[config.mk]
export PLATFORM = sky130hd
export DESIGN_NAME = enemy_spawner
export DESIGN_NICKNAME = d
export VERILOG_FILES = /design/src/rtl/enemy_pkg.sv /design/src/rtl/lfsr16.sv /design/src/rtl/enemy_spawner.sv
export SDC_FILE = /design/constraint.sdc
export NUM_CORES = 1
export LEC_CHECK = 0
export ABC_AREA = 0
export CAP_MARGIN = 5
export CORE_ASPECT_RATIO = 1.2
export CORE_MARGIN = 2
export CORE_UTILIZATION = 39
export DETAILED_ROUTE_END_ITERATION = 6
export DONT_BUFFER_PORTS = 1
export GPL_TIMING_DRIVEN = 0
export PLACE_DENSITY = 0.59
export SLEW_MARGIN = 20
export SYNTH_ARGS = -nofsm -noshare
export SYNTH_HDL_FRONTEND = slang
export SYNTH_HIERARCHICAL = 1
export SYNTH_SLANG_ARGS = --single-unit
[constraint.sdc]
create_clock -name frame_clk -period 3.8 [get_ports frame_clk]
set_clock_uncertainty 0.2 [all_clocks]
set_input_delay 0.57 -clock frame_clk [delete_from_list [all_inputs] [get_ports frame_clk]]
set_output_delay 0.57 -clock frame_clk [all_outputs]
set_load 0.05 [all_outputs]
[src/rtl/enemy_pkg.sv]
// rtl/enemy_pkg.sv - shared state type, control-word layout and packing helper
// for the enemy spawner.
package enemy_pkg;

   typedef enum logic [1:0] {IDLE, STAGGER, RUN} spawner_state_t;

   localparam int CTRL_COL_LSB  = 0;
   localparam int CTRL_COL_W    = 10;
   localparam int CTRL_FLIP_BIT = 10;
   localparam int CTRL_SPD_LSB  = 11;
   localparam int CTRL_SPD_W    = 2;

   function automatic logic [15:0] pack_ctrl(input logic [CTRL_COL_W-1:0] col,
                                             input logic                  flip,
                                             input logic [CTRL_SPD_W-1:0] spd);
      logic [15:0] w;
      w = '0;
      w[CTRL_COL_LSB +: CTRL_COL_W] = col;
      w[CTRL_FLIP_BIT]              = flip;
      w[CTRL_SPD_LSB +: CTRL_SPD_W] = spd;
      return w;
   endfunction

endpackage

[src/rtl/lfsr16.sv]
// rtl/lfsr16.sv - 16-bit Fibonacci LFSR (taps 16,14,13,11) with advance enable.
module lfsr16 #(
   parameter logic [15:0] SEED = 16'hACE1
) (
   input  logic        clk,
   input  logic        rst,
   input  logic        adv,
   output logic [15:0] q
);

   logic fb;
   assign fb = q[15] ^ q[13] ^ q[12] ^ q[10];

   always_ff @(posedge clk or posedge rst) begin
      if (rst)
         q <= SEED;
      else if (adv)
         q <= {q[14:0], fb};
   end

endmodule

[src/rtl/enemy_spawner.sv]
// rtl/enemy_spawner.sv - staggered enemy release, rolling control-word refresh and
// difficulty ramp; SPAWNER_SIDE_BALANCE_EN selects alternating spawn sides.
module enemy_spawner
   import enemy_pkg::*;
#(
   parameter int          NUM_ENEMIES    = 4,
   parameter int          SPAWN_INTERVAL = 60,
   parameter int          LEVEL_FRAMES   = 600,
   parameter logic [15:0] SEED           = 16'hACE1
) (
   input  logic                      frame_clk,
   input  logic                      rst,
   input  logic                      start,
   input  logic                      pause,
   input  logic                      game_over,
   output logic [NUM_ENEMIES-1:0]    en,
   output logic [16*NUM_ENEMIES-1:0] control,
   output logic [1:0]                level,
   output logic                      active
);

   localparam int PW  = (NUM_ENEMIES > 1)    ? $clog2(NUM_ENEMIES)    : 1;
   localparam int SCW = (SPAWN_INTERVAL > 1) ? $clog2(SPAWN_INTERVAL) : 1;
   localparam int LCW = (LEVEL_FRAMES > 1)   ? $clog2(LEVEL_FRAMES)   : 1;

   spawner_state_t         state;
   logic [NUM_ENEMIES-1:0] en_mask;
   logic                   pause_q;
   logic [PW-1:0]          ptr;
   logic [PW-1:0]          rel_idx;
   logic [SCW-1:0]         rel_cnt;
   logic [LCW-1:0]         level_cnt;
   logic [15:0]            lfsr_q;
   logic                   flip_bit;
   logic                   running;
   logic                   frozen;
   logic                   refresh;

   assign running = (state != IDLE);
   assign frozen  = pause & ~game_over & running;
   // The start edge itself refreshes a word, so enemy 0 has fresh data on release.
   assign refresh = ~game_over & ~frozen & (running | start);
   assign en      = en_mask & ~{NUM_ENEMIES{pause_q & running}};

   lfsr16 #(.SEED(SEED)) u_lfsr (
      .clk (frame_clk),
      .rst (rst),
      .adv (~frozen),
      .q   (lfsr_q)
   );

`ifdef SPAWNER_SIDE_BALANCE_EN
   logic side_t;
   logic lfsr_unused;
   assign lfsr_unused = ^lfsr_q[15:10];
   assign flip_bit    = side_t;

   always_ff @(posedge frame_clk or posedge rst) begin
      if (rst)
         side_t <= 1'b1;
      else if (refresh)
         side_t <= ~side_t;
   end
`else
   logic lfsr_unused;
   assign lfsr_unused = ^lfsr_q[15:11];
   assign flip_bit    = lfsr_q[10];
`endif

   always_ff @(posedge frame_clk or posedge rst) begin
      if (rst) begin
         state     <= IDLE;
         active    <= 1'b0;
         en_mask   <= '0;
         control   <= '0;
         level     <= 2'd0;
         pause_q   <= 1'b0;
         ptr       <= '0;
         rel_idx   <= '0;
         rel_cnt   <= '0;
         level_cnt <= '0;
      end else begin
         pause_q <= pause;
         if (refresh) begin
            control[ptr*16 +: 16] <= pack_ctrl(lfsr_q[CTRL_COL_W-1:0], flip_bit, level);
            ptr <= (ptr == PW'(NUM_ENEMIES-1)) ? '0 : ptr + PW'(1);
         end
         if (game_over) begin
            state   <= IDLE;
            active  <= 1'b0;
            en_mask <= '0;
            level   <= 2'd0;
         end else if (!frozen) begin
            case (state)
               IDLE: begin
                  if (start) begin
                     en_mask   <= NUM_ENEMIES'(1);
                     rel_idx   <= PW'(1);
                     rel_cnt   <= '0;
                     level_cnt <= '0;
                     level     <= 2'd0;
                     state     <= (NUM_ENEMIES == 1) ? RUN : STAGGER;
                     active    <= 1'b1;
                  end
               end
               STAGGER, RUN: begin
                  if (level != 2'd3) begin
                     if (level_cnt == LCW'(LEVEL_FRAMES-1)) begin
                        level     <= level + 2'd1;
                        level_cnt <= '0;
                     end else begin
                        level_cnt <= level_cnt + LCW'(1);
                     end
                  end
                  if (state == STAGGER) begin
                     if (rel_cnt == SCW'(SPAWN_INTERVAL-1)) begin
                        en_mask[rel_idx] <= 1'b1;
                        rel_idx          <= rel_idx + PW'(1);
                        rel_cnt          <= '0;
                        if (rel_idx == PW'(NUM_ENEMIES-1))
                           state <= RUN;
                     end else begin
                        rel_cnt <= rel_cnt + SCW'(1);
                     end
                  end
               end
               default: begin
                  state  <= IDLE;
                  active <= 1'b0;
               end
            endcase
         end
      end
   end

endmodule

Word-level counts from Yosys, hierarchy flattened
Index checks and enable logic that the tools add are counted.

storage, ports and cells
  register bits = 110
  bits of input ports = 5
  output and inout port bits = 71
  word-level logic and storage cells = 105

cells by class
  add/subtract/negate cells = 6
  $lt $le $gt $ge = 2
  equality and inequality tests = 19
  shifts and indexed selects = 2
  muxes and demuxes = 38
  bitwise operators = 14
  reduce and logical (&&, ||, !) cells = 13

operators with widths
  kind                                                                      number
  64-bit bitwise mux                                                        1
  16-bit by 34-bit variable shift with 64-bit output, first input constant  1
  16-bit by 34-bit indexed part select with 64-bit output                   1
  6-bit negation with 34-bit output                                         1
  10-bit two-way mux                                                        3
  2-bit two-way mux                                                         14
  5-bit AND reduction                                                       5
  4-bit two-way mux                                                         5
  10-bit one-hot mux with 2 select lines                                    1
  6-bit two-way mux                                                         3
  3-bit != test, second input constant                                      6
  2-bit != test, second input constant                                      7
  2-bit one-hot mux with 2 select lines                                     3
  6-bit one-hot mux with 2 select lines                                     1
  10-bit by 1-bit adder with 10-bit output, second input constant           1
  10-bit == test, second input constant                                     1
  4-bit one-hot mux with 2 select lines                                     1
  2-bit by 1-bit adder with 2-bit output, second input constant             3
  6-bit by 1-bit adder with 6-bit output, second input constant             1
  2-bit == test, second input constant                                      3
  6-bit == test, second input constant                                      1
  6-bit AND reduction                                                       1
  1-bit bitwise AND                                                         5
  4-bit bitwise AND                                                         1
  17 further kinds                                                          24

Depth between registers and ports, before layout
  depth in word-level cells = 10
  mapped depth = 8
  mapped depth without buffers = 6

Cells and area by module
The synthesis kept the hierarchy.

modules (own cells, without submodules)
  module         times used  cells each  area an instance (um^2)  sequential area each (um^2)
  enemy_spawner  1           434         3,995.1                  2,052.0
  lfsr16         1           39          679.4                    410.4

Worst setup path before layout
OpenSTA, ideal clock, no wires.

  path type = flip-flop to flip-flop
  start = register state[0]
  end = register level_cnt[5]
  library setup time = 0.126 ns
  arrival time = 1.997 ns
  required time = 3.474 ns
  setup slack = 1.477 ns
  stages on the path, launching flop included = 8
  buffers on the path = 2
  clock period less this slack = 2.323 ns
  cells stage by stage = dfrtp_1 -> inv_1 -> ha_1 -> buf_4 -> or3b_1 -> a211o_1 -> buf_6 -> a221o_1

on the way
  longest elaborated chain between the ends = 4
  elaborated cells on any way between the ends = 12
  those cells by class = 4 x eq/ne; 1 x mux; 2 x bitwise; 5 x reduce/logical

RTL lines
  item                                                                    line                                      text
  start, declared                                                         enemy_spawner.sv:26                       spawner_state_t state;
  start signal, assigned                                                  enemy_spawner.sv:102                      state <= (NUM_ENEMIES == 1) ? RUN : STAGGER;
  2-bit by 1-bit == test with 1-bit output, or another cell as far along  enemy_spawner.sv:94                       case (state)
  2-bit OR reduction / 1-bit bitwise AND (equally long branches)          enemy_spawner.sv:94, enemy_spawner.sv:40
  2-bit != test (no source line), or another cell as far along            -
  5-bit AND reduction (no source line)                                    -
  end signal, assigned                                                    enemy_spawner.sv:112                      level_cnt <= level_cnt + LCW'(1);
  end, declared                                                           enemy_spawner.sv:32                       logic [LCW-1:0] level_cnt;

Parallel ways exist; a longest one is shown, timed or not.
A chain may end at the register's enable or synchronous reset.

Worst setup path in the final report
  start = register state[0]
  end = output en[0]

on the way
  longest elaborated chain between the ends = 4

RTL lines
  item                line                 text
  2-bit nonzero test  enemy_spawner.sv:39  assign running = (state != IDLE);
  1-bit bitwise AND   enemy_spawner.sv:43  assign en = en_mask & ~{NUM_ENEMIES{pause_q & running}};
  4-bit inverter      enemy_spawner.sv:43
  4-bit bitwise AND   enemy_spawner.sv:43
  end, declared       enemy_spawner.sv:16  output logic [NUM_ENEMIES-1:0] en,

No other way between the ends.

==> run_results.csv <==
group,metric,value,unit
outcome,status,"finished clean",
critical_path,arrival,1.83,ns
synthesis,ys_warn_count,6,
hold_path,hold_class,"in2async",
finish,finalNonFillerCells,659,
synthesis,synth-main-ff-cell,"dfrtp_1",
synthesis,synth.largest_area_cell,"dfrtp_1",
placed_design,dp_cells,642,
routing,drc,0,
timing,hold_viol,0,
timing,finalWorstSetupSlack,1.20,ns
die,row_count,43,
cts,cts-root-buf,"clkbuf_16",
power,power_density,821,nW/um^2
cts,post_cts_resize_count,0,
critical_path,cp-end-kind,"output port",
global_route,grt_max_degree,55,
die,io_pins,76,
synthesis,synthCells,473,
cts,clock_sinks,98,
power,leakage,2.34,nW
critical_path,path_cells,"inv_1 > ha_1 > inv_1 > nand2_1 > and2_1",
cts,insertion_delay,0.35,ns
global_route,grt_use_total,17.7,%
timing,relSlewSlack,45.2,%
power,ir_worst_vdd,288,uV
routing,final_antenna_net_count,0,
synthesis,yosysTopAreaCellShare,48.2,%
timing,final_max_slew_viol_count,0,
cts,clkTransAtPathRegs,0.07,ns
die,die-height,124,microns
critical_path,cp.required,3.03,ns
timing,clock.fmax,385,MHz
placed_design,place_area,4940,sq um
synthesis,synth_edf_count,0,
die,die_area,12900,sq um
cts,cts_buffer_depth,2,
placed_design,gp_congestion,0.793,
timing,finalSetupTns,0,ns
finish,fin_area,5270,sq um
synthesis,synth-seq-area-share,52.7,%
placed_design,dp_slack,1.32,ns
critical_path,ff2ff_path_depth,7,
synthesis,synthArstFlopShare,100,%
synthesis,ys_types,51,
cts,cts_tree,"yes",
timing,min_period_over_period,68.3,%
finish,diodes,0,
critical_path,rr_endpoint,"level_cnt[5]",
cts,h-tree-depth,3,
routing,first_pass_iters,4,
placed_design,io_buffers,0,
critical_path,r2r-start,"state[0]",
timing,layout_min_cycle_time,2.60,ns
timing,worstMarginPinSlew,0.821,ns
critical_path,worst-path-max-fanout,9,
routing,vias,3404,
cts,cts-buffers-inserted,9,
synthesis,synth_area_leaders,"dfrtp_1 48%, nand2_1 10%, o21ai_0 7.5%, ha_1 4.6%, dfstp_2 4.5%",
timing,rsz0062_at_grt,"false",
die,initial_core_util,40.2,%
die,die_x,104,microns
finish,utilization,45.4,%
critical_path,cpMostUsedCell,"inv_1",
synthesis,synth_area,4670,sq um
global_route,grt_pass1_wl,17.8,mm
timing,holdWs,0.00179,ns
global_route,antenna_found_initial,0,
finish,area_growth_syn_to_layout,12.8,%
critical_path,cp-start-kind,"flop",
run,cap_violations,0,
timing,setup_viol,0,
global_route,overflow,0,
routing,first_iter_violations,155,
finish,layout-drive-gt1-share,12.7,%
finish,layout.nets,519,
routing,viasPerCell,5.17,
critical_path,cpPeakStageDelay,0.45,ns
critical_path,r2r_slack,1.32,ns
critical_path,slowest_stage,"and2_1",
critical_path,crit_type,"reg2out",
synthesis,syn_avg_cell_area,9.88,sq um
routing,wl_per_cell,16.2,microns
synthesis,ys_seq_elements,98,
global_route,first_global_vias,3325,
die,core_area,11600,sq um
power,finalPower,4.33,mW
placed_design,hpwl,7.76,mm
routing,wl,10.7,mm
cell families (layout without fill, tap and decap cells):
group	count (synthesis)	after routing	synth area share [%]
buf+inv	44	62	5.27
flops	98	98	52.7
fa+ha+maj	17	17	4.55
xor+xnor	3	3	0.562
mux	18	18	4.95
compound gates	114	114	14.6
other cells	1	12	0.0802
simple gates	178	178	17.3
synthesized netlist by cell type (all sizes together) (4+ instances only):
cell type  number
o21ai          70
nor3b           5
clkbuf         13
dfstp           8
nand2         125
dfrtp          90
nand3           5
a31oi           4
nor2            8
o211ai          6
nand2b          4
and2            6
inv            14
mux2           17
ha             17
nor3            4
buf            17
a21oi          12
power by group:
part           switching [mW]  leakage, nW  internal (mW)  total (mW)
clock network           0.408        0.161          0.582       0.989
logic                   0.569        0.880          0.410       0.979
registers               0.993         1.30           1.37        2.36
worst max-delay path by stage:
stage,from,end,slack [ns]
3_5_place_dp,state[0],level_cnt[5],1.32
5_1_grt,state[0],en[3],1.04
2_1_floorplan,rst,active,0.92
3_3_place_gp,rst,control[12],0.03
6_report,state[0],en[0],1.20
4_1_cts,state[0],en[0],1.19
worst max-delay path: cells and delay by family (launching register included):
| kind | cells | cell delay, ns |
|---|---|---|
| adders and majority gates | 1 | 0.30 |
| DFF | 1 | 0.40 |
| and+or+nand+nor | 2 | 0.56 |
| buffers and inverters | 2 | 0.22 |
layout make-up:
type / instances / area [sq um]
Fill cell: 1143 / 6350
Sequential cell: 98 / 2460
Multi-Input combinational cell: 342 / 2010
Clock buffer: 9 / 225
Tap cell: 157 / 196
Buffer: 30 / 194
Clock inverter: 7 / 96.3
Inverter: 14 / 55.1
Timing Repair Buffer: 2 / 37.5
state kept, by name, summed over array words and instances (netlist names), 2 cells and up:
name       cells
state          2
rel_cnt        6
en_mask        4
u_lfsr/q      16
control       52
ptr            2
rel_idx        2
level          2
level_cnt     10
cell usage in the layout (no fill, tap or decap), types with 4 or more instances in the layout:
| cell type | instances |
|---|---|
| a21oi_1 | 12 |
| a31oi_1 | 4 |
| and2_1 | 6 |
| buf_4 | 13 |
| clkbuf_1 | 13 |
| clkbuf_16 | 9 |
| conb_1 | 12 |
| dfrtp_1 | 90 |
| dfstp_2 | 8 |
| ha_1 | 17 |
| inv_1 | 13 |
| mux2_2 | 9 |
| mux2_4 | 8 |
| nand2_1 | 125 |
| nand3_1 | 5 |
| nor2_1 | 8 |
| nor3_1 | 4 |
| nor3b_1 | 5 |
| o211ai_1 | 6 |
| o21ai_0 | 70 |
what timing repair did:
item,4_1_cts,5_1_grt
hold endpoints to repair,28,0
setup buffers,0,0
endpoints found under the setup margin,0,0
hold buffers,1,0
routing by layer:
metal,global-route usage (%),vias up,routed length (microns)
met5,0,-,0
met4,7.85,0,173
met3,3.35,14,523
met2,30.3,80,5280
met1,22.0,1659,4710
li1,-,1651,-
(Power assumes the default switching activity.)
